`src/rtl/pipeline_mem.sv`:
```
// Memory-access stage: ALU pass-through, aligned load/store requests, load extend, one result per instruction.
// Latency: 1 cycle for pass-through and misaligned ops, REQ handshake plus response for loads, REQ handshake for stores.
// Backpressure: ready only in IDLE or DONE&wb_ready; req fields hold until req_ready; wb fields hold until wb_ready.
module pipeline_mem #(
    parameter int ADDR_WIDTH = 64,
    parameter int DATA_WIDTH = 64
) (
    input  logic                  clk,
    input  logic                  reset,
    input  logic                  in_valid,
    output logic                  ready,
    input  logic [DATA_WIDTH-1:0] ex_res,
    input  logic [DATA_WIDTH-1:0] r2_val_mem,
    input  logic [4:0]            mem_dst_reg,
    input  logic [31:0]           next_mem_opcode,
    input  logic [2:0]            next_mem_operation_size,
    input  logic                  ecall_mem,
    output logic                  req_valid,
    input  logic                  req_ready,
    output logic [ADDR_WIDTH-1:0] req_addr,
    output logic                  req_write,
    output logic [DATA_WIDTH-1:0] req_wdata,
    output logic [7:0]            req_wstrb,
    input  logic                  resp_valid,
    input  logic [DATA_WIDTH-1:0] resp_data,
    output logic                  wb_valid,
    input  logic                  wb_ready,
    output logic [DATA_WIDTH-1:0] wb_data,
    output logic [4:0]            wb_dst_reg,
    output logic                  wb_ecall,
    output logic                  wb_misaligned
);

    typedef enum logic [1:0] {IDLE, REQ, WAIT, DONE} state_t;

    state_t state;
    state_t state_nxt;

    logic                  accept;
    logic                  op_load;
    logic                  op_store;
    logic                  op_mem;
    logic                  misaligned;
    logic [7:0]            strb_base;

    // Fields needed after the accept cycle to shape the load response.
    logic                  is_load_q;
    logic [2:0]            size_q;
    logic [2:0]            off_q;

    logic [DATA_WIDTH-1:0] load_shift;
    logic [DATA_WIDTH-1:0] load_ext;

    assign ready     = (state == IDLE) | ((state == DONE) & wb_ready);
    assign accept    = in_valid & ready;
    assign req_valid = (state == REQ);
    assign wb_valid  = (state == DONE);

    // Decode the incoming instruction: op kind, natural-alignment fault, base byte mask.
    always_comb begin
        op_load    = (next_mem_opcode == 32'd1);
        op_store   = (next_mem_opcode == 32'd2);
        op_mem     = op_load | op_store;
        misaligned = 1'b0;
        strb_base  = 8'h00;
        case (next_mem_operation_size[1:0])
            2'd0: begin misaligned = 1'b0;          strb_base = 8'h01; end
            2'd1: begin misaligned = ex_res[0];     strb_base = 8'h03; end
            2'd2: begin misaligned = |ex_res[1:0];  strb_base = 8'h0F; end
            default: begin misaligned = |ex_res[2:0]; strb_base = 8'hFF; end
        endcase
        misaligned = misaligned & op_mem;
    end

    // Pull the addressed lane down to bit 0, truncate to the access size and extend.
    always_comb begin
        load_shift = resp_data >> {off_q, 3'b000};
        load_ext   = load_shift;
        case (size_q[1:0])
            2'd0: load_ext = size_q[2] ? {{(DATA_WIDTH-8){1'b0}}, load_shift[7:0]}
                                       : {{(DATA_WIDTH-8){load_shift[7]}}, load_shift[7:0]};
            2'd1: load_ext = size_q[2] ? {{(DATA_WIDTH-16){1'b0}}, load_shift[15:0]}
                                       : {{(DATA_WIDTH-16){load_shift[15]}}, load_shift[15:0]};
            2'd2: load_ext = size_q[2] ? {{(DATA_WIDTH-32){1'b0}}, load_shift[31:0]}
                                       : {{(DATA_WIDTH-32){load_shift[31]}}, load_shift[31:0]};
            default: load_ext = load_shift;
        endcase
    end

    // Next state: an accept always re-decodes, so DONE can chain straight into the next op.
    always_comb begin
        state_nxt = state;
        if (accept) begin
            state_nxt = (op_mem & ~misaligned) ? REQ : DONE;
        end else begin
            case (state)
                IDLE: state_nxt = IDLE;
                REQ:  if (req_ready)  state_nxt = is_load_q ? WAIT : DONE;
                WAIT: if (resp_valid) state_nxt = DONE;
                DONE: if (wb_ready)   state_nxt = IDLE;
                default: state_nxt = IDLE;
            endcase
        end
    end

    // State register; reset abandons any in-flight request.
    always_ff @(posedge clk or negedge reset) begin
        if (!reset) state <= IDLE;
        else        state <= state_nxt;
    end

    // Latch request and result fields on accept; load data lands in wb_data on response.
    always_ff @(posedge clk or negedge reset) begin
        if (!reset) begin
            is_load_q     <= 1'b0;
            size_q        <= 3'd0;
            off_q         <= 3'd0;
            req_addr      <= '0;
            req_write     <= 1'b0;
            req_wdata     <= '0;
            req_wstrb     <= 8'h00;
            wb_data       <= '0;
            wb_dst_reg    <= 5'd0;
            wb_ecall      <= 1'b0;
            wb_misaligned <= 1'b0;
        end else if (accept) begin
            is_load_q     <= op_load;
            size_q        <= next_mem_operation_size;
            off_q         <= ex_res[2:0];
            req_addr      <= {ex_res[ADDR_WIDTH-1:3], 3'b000};
            req_write     <= op_store;
            req_wdata     <= op_store ? (r2_val_mem << {ex_res[2:0], 3'b000}) : '0;
            req_wstrb     <= op_store ? (strb_base << ex_res[2:0]) : 8'h00;
            wb_data       <= ex_res;
            wb_dst_reg    <= (op_store | misaligned) ? 5'd0 : mem_dst_reg;
            wb_ecall      <= ecall_mem;
            wb_misaligned <= misaligned;
        end else if ((state == WAIT) && resp_valid) begin
            wb_data       <= load_ext;
        end
    end

endmodule
```
`config.mk`:
```
export PLATFORM = sky130hd
export DESIGN_NAME = pipeline_mem
export DESIGN_NICKNAME = d
export VERILOG_FILES = /design/src/rtl/pipeline_mem.sv
export SDC_FILE = /design/constraint.sdc
export NUM_CORES = 1
export LEC_CHECK = 0
export CAP_MARGIN = 20
export CORE_AREA = 5 5 174 176
export DETAILED_ROUTE_END_ITERATION = 16
export DIE_AREA = 0 0 179 181
export GPL_TIMING_DRIVEN = 0
export PLACE_DENSITY = 0.77
export REMOVE_ABC_BUFFERS = 1
export SYNTH_ARGS = -nofsm -noshare
export SYNTH_HDL_FRONTEND = slang
export SYNTH_SLANG_ARGS = --single-unit
```
`constraint.sdc`:
```
create_clock -name clk -period 2.25 [get_ports clk]
set_input_delay 0.675 -clock clk [delete_from_list [all_inputs] [get_ports clk]]
set_output_delay 0.675 -clock clk [all_outputs]
set_load 0.005 [all_outputs]
```
==> results.py <==
metrics = {
    "placement": {
        "numPortBuffers": 446,
        "dpl.hpwl_mm": 33.37,
        "placed_area_sq_um": 16720,
        "gp_congestion": 0.8866,
        "place_ws_ns": -1.683,
    },
    "floorplan": {
        "dieArea_sq_um": 32400,
        "io-pin-count": 450,
        "die_x_um": 179,
        "rows": 62,
        "start_util_pct": 41.67,
        "core-area_sq_um": 28470,
        "die_h_um": 181,
    },
    "cts": {
        "clkSlewWorstSetupHoldPaths_ns": 0.06,
        "cts_buffer_depth": 3,
        "htree_levels": 1,
        "root_buffer": "clkbuf_16",
        "cts.sinks": 214,
        "clock_latency_ns": 0.52,
        "cts_tree": "built",
        "cts_buffers": 25,
    },
    "setup_path": {
        "cp.required_ns": 2.67,
        "crit_arrival_ns": 2.79,
        "r2r-start": "off_q[1]",
        "max_stage_delay_ns": 0.55,
        "crit_type": "in2reg",
        "cp_top_family": "simple AND/OR/NAND/NOR gates",
        "path_cells": "dlymetal6s2s_1 -> nor4_2 -> nand4_1 -> buf_6 -> or4_4 -> buf_12 -> buf_4 -> o31ai_1",
        "worst-path-buf-inv": 4,
        "worst_path_max_delay_cell": "or4_4",
        "r2r-end": "wb_data[38]",
        "cp-end-kind": "flip-flop",
        "worstSetupStartpointType": "input port",
        "rr_worst_depth": 9,
        "worstPathMaxFanout": 12,
        "ff2ff_setup_slack_ns": -0.08,
    },
    "logic_synthesis": {
        "yosysWarningCount": 0,
        "ys_ff_latch": 214,
        "synth_top_area_share_pct": 45.14,
        "synth_top_area_cell": "dfrtp_1",
        "synth_edf_count": 0,
        "yosysSeqAreaShare_pct": 45.14,
        "synth.area.top_cells": "dfrtp_1 45%, nand2_1 10%, mux2i_1 7.8%",
        "avgSynthCellArea_sq_um": 9.430,
        "netlist_instances": 1258,
        "synth_common_cells": "328 x nand2_1, 214 x dfrtp_1, 157 x o21ai_0, 93 x mux2i_1, 71 x clkbuf_1",
        "synth_cell_types": 53,
        "netlist_area_sq_um": 11860,
        "yosysMostFrequentCell": "nand2_1",
        "synth_flop_cell": "dfrtp_1",
        "async_reset_ff_share_pct": 100.0,
    },
    "power_and_ir_drop": {
        "leakagePower_nw": 8.207,
        "ir_drop_uv": 738.9,
        "p_per_area_nw_per_um2": 1111,
    },
    "detailed_routing": {
        "routed_wl_mm": 50.84,
        "via_per_inst": 5.779,
        "wl_per_cell_um": 24.09,
        "drtIter0Drc": 1015,
        "ant_nets": 0,
        "drc_errors": 0,
        "dr.pass1.iters": 5,
        "dr_total_vias": 12190,
    },
    "final_layout": {
        "synthToLayoutAreaGrowth_pct": 57.94,
        "final_area_sq_um": 18740,
        "nFillCells": 2227,
        "final_nets": 1952,
        "layout-drive-gt1-share_pct": 15.37,
        "reg_top3": "req_wdata (64), wb_data (64), req_addr (61)",
    },
    "status": {
        "violations": "negative setup slack",
        "outcome": "finished, violations left",
    },
    "sta": {
        "skew_ns": 0.01211,
        "finalMaxSlewViolations": 0,
        "tightest_slew_ns": 0.7909,
        "rsz0062_at_grt": "true",
        "hold_viol_final": 0,
        "fmax_mhz": 421.7,
        "relSlewSlack_pct": 47.16,
        "period_share_pct": 105.4,
        "finalSetupViolCount": 49,
        "fin_ws_ns": -0.1211,
        "min_period_ns": 2.371,
    },
    "global_routing": {
        "grt_pass1_vias": 12420,
        "grt_max_degree": 88,
        "grt-ovfl-total": 0,
        "grt_pass1_wl_mm": 73.08,
        "track_usage_pct": 28.72,
        "grt_antenna_before_repair": 4,
    },
    "flow_run": {
        "cap_violations": 0,
    },
    "min_path": {
        "hp-class": "in2async",
    },
}
## per-layer routing
metal | global-route usage [%] | up-vias | share of wire [%]
met5 | 0 | - | 0.055
li1 | - | 5440 | -
met2 | 48.00 | 646 | 49
met3 | 8.612 | 124 | 11
met1 | 34.67 | 5979 | 36
met4 | 11.18 | 4 | 4.0
## through the flow
step	hold slack, ns	TNS [ns]	std cells	power [mW]	utilization [%]
after CTS	0.08655	-3.841	2076	20.28	63.51
after global placement	0.4581	-2981.00	1980	14.60	57.34
after floorplan	0.3794	-484.26	1150	10.40	-
after global routing	0.1003	-5.323	2110	21.99	65.81
final	0.07805	-2.765	2110	20.82	65.81
after detailed placement	0.4622	-157.80	1999	15.19	58.72
## power by group
group	switching, mW	internal, mW
registers	0.775	5.13
logic	5.11	5.39
clock network	1.71	2.70
total	7.59	13.2
## final cells by class
class                           count  area, sq um  share of cell area (%)
Antenna cell                        2        5.005                 0.02671
Tap cell                          384        480.5                   2.564
Timing Repair inverter              1        5.005                 0.02671
Multi-Input combinational cell    933         6444                   34.39
Clock buffer                       30        674.4                   3.600
Clock inverter                     12        198.9                   1.062
Timing Repair Buffer              524         5513                   29.42
Inverter                           10        45.04                  0.2404
Sequential cell                   214         5370                   28.66
## cells in the final DEF, fill, tap and decap left out, types with 20 or more instances in the layout
master             n
mux2_2            26
dfrtp_1          208
a22o_1            35
dlymetal6s2s_1    29
nand2_1          326
mux2i_1           92
clkbuf_16         27
mux4_2            27
o21ai_0          144
buf_4             46
nor2_1            20
clkdlybuf4s50_1  410
a21oi_1           23
a211oi_1          27
## worst max path at each step
stage	slack [ns]	cells past startpoint	from	end
after floorplan	-3.28	5	wb_ready	req_wdata[10]
final	-0.12	8	next_mem_opcode[7]	req_wstrb[7]
after detailed placement	-1.68	5	ex_res[2]	req_wdata[8]
after global routing	-0.14	9	next_mem_opcode[7]	req_wdata[4]
after CTS	-0.13	4	state[0]	ready
after global placement	-8.77	1	reset	req_wdata[36]
## cell families after synthesis
logic type | Yosys count | synth area share [%]
compound gates | 361 | 19.64
fa+ha+maj | 4 | 0.4219
other cells | 1 | 0.03161
flops | 214 | 45.14
buf+inv | 120 | 4.441
simple gates | 410 | 14.69
mux | 148 | 15.63
## repair_timing
action	4_1_cts	5_1_grt
pin swaps	14	23
gates cloned	5	7
setup endpoints to repair	137	117
buffers inserted	30	26
gates resized for setup	39	102
hold buffers	0	0
(Power assumes the default switching activity.)
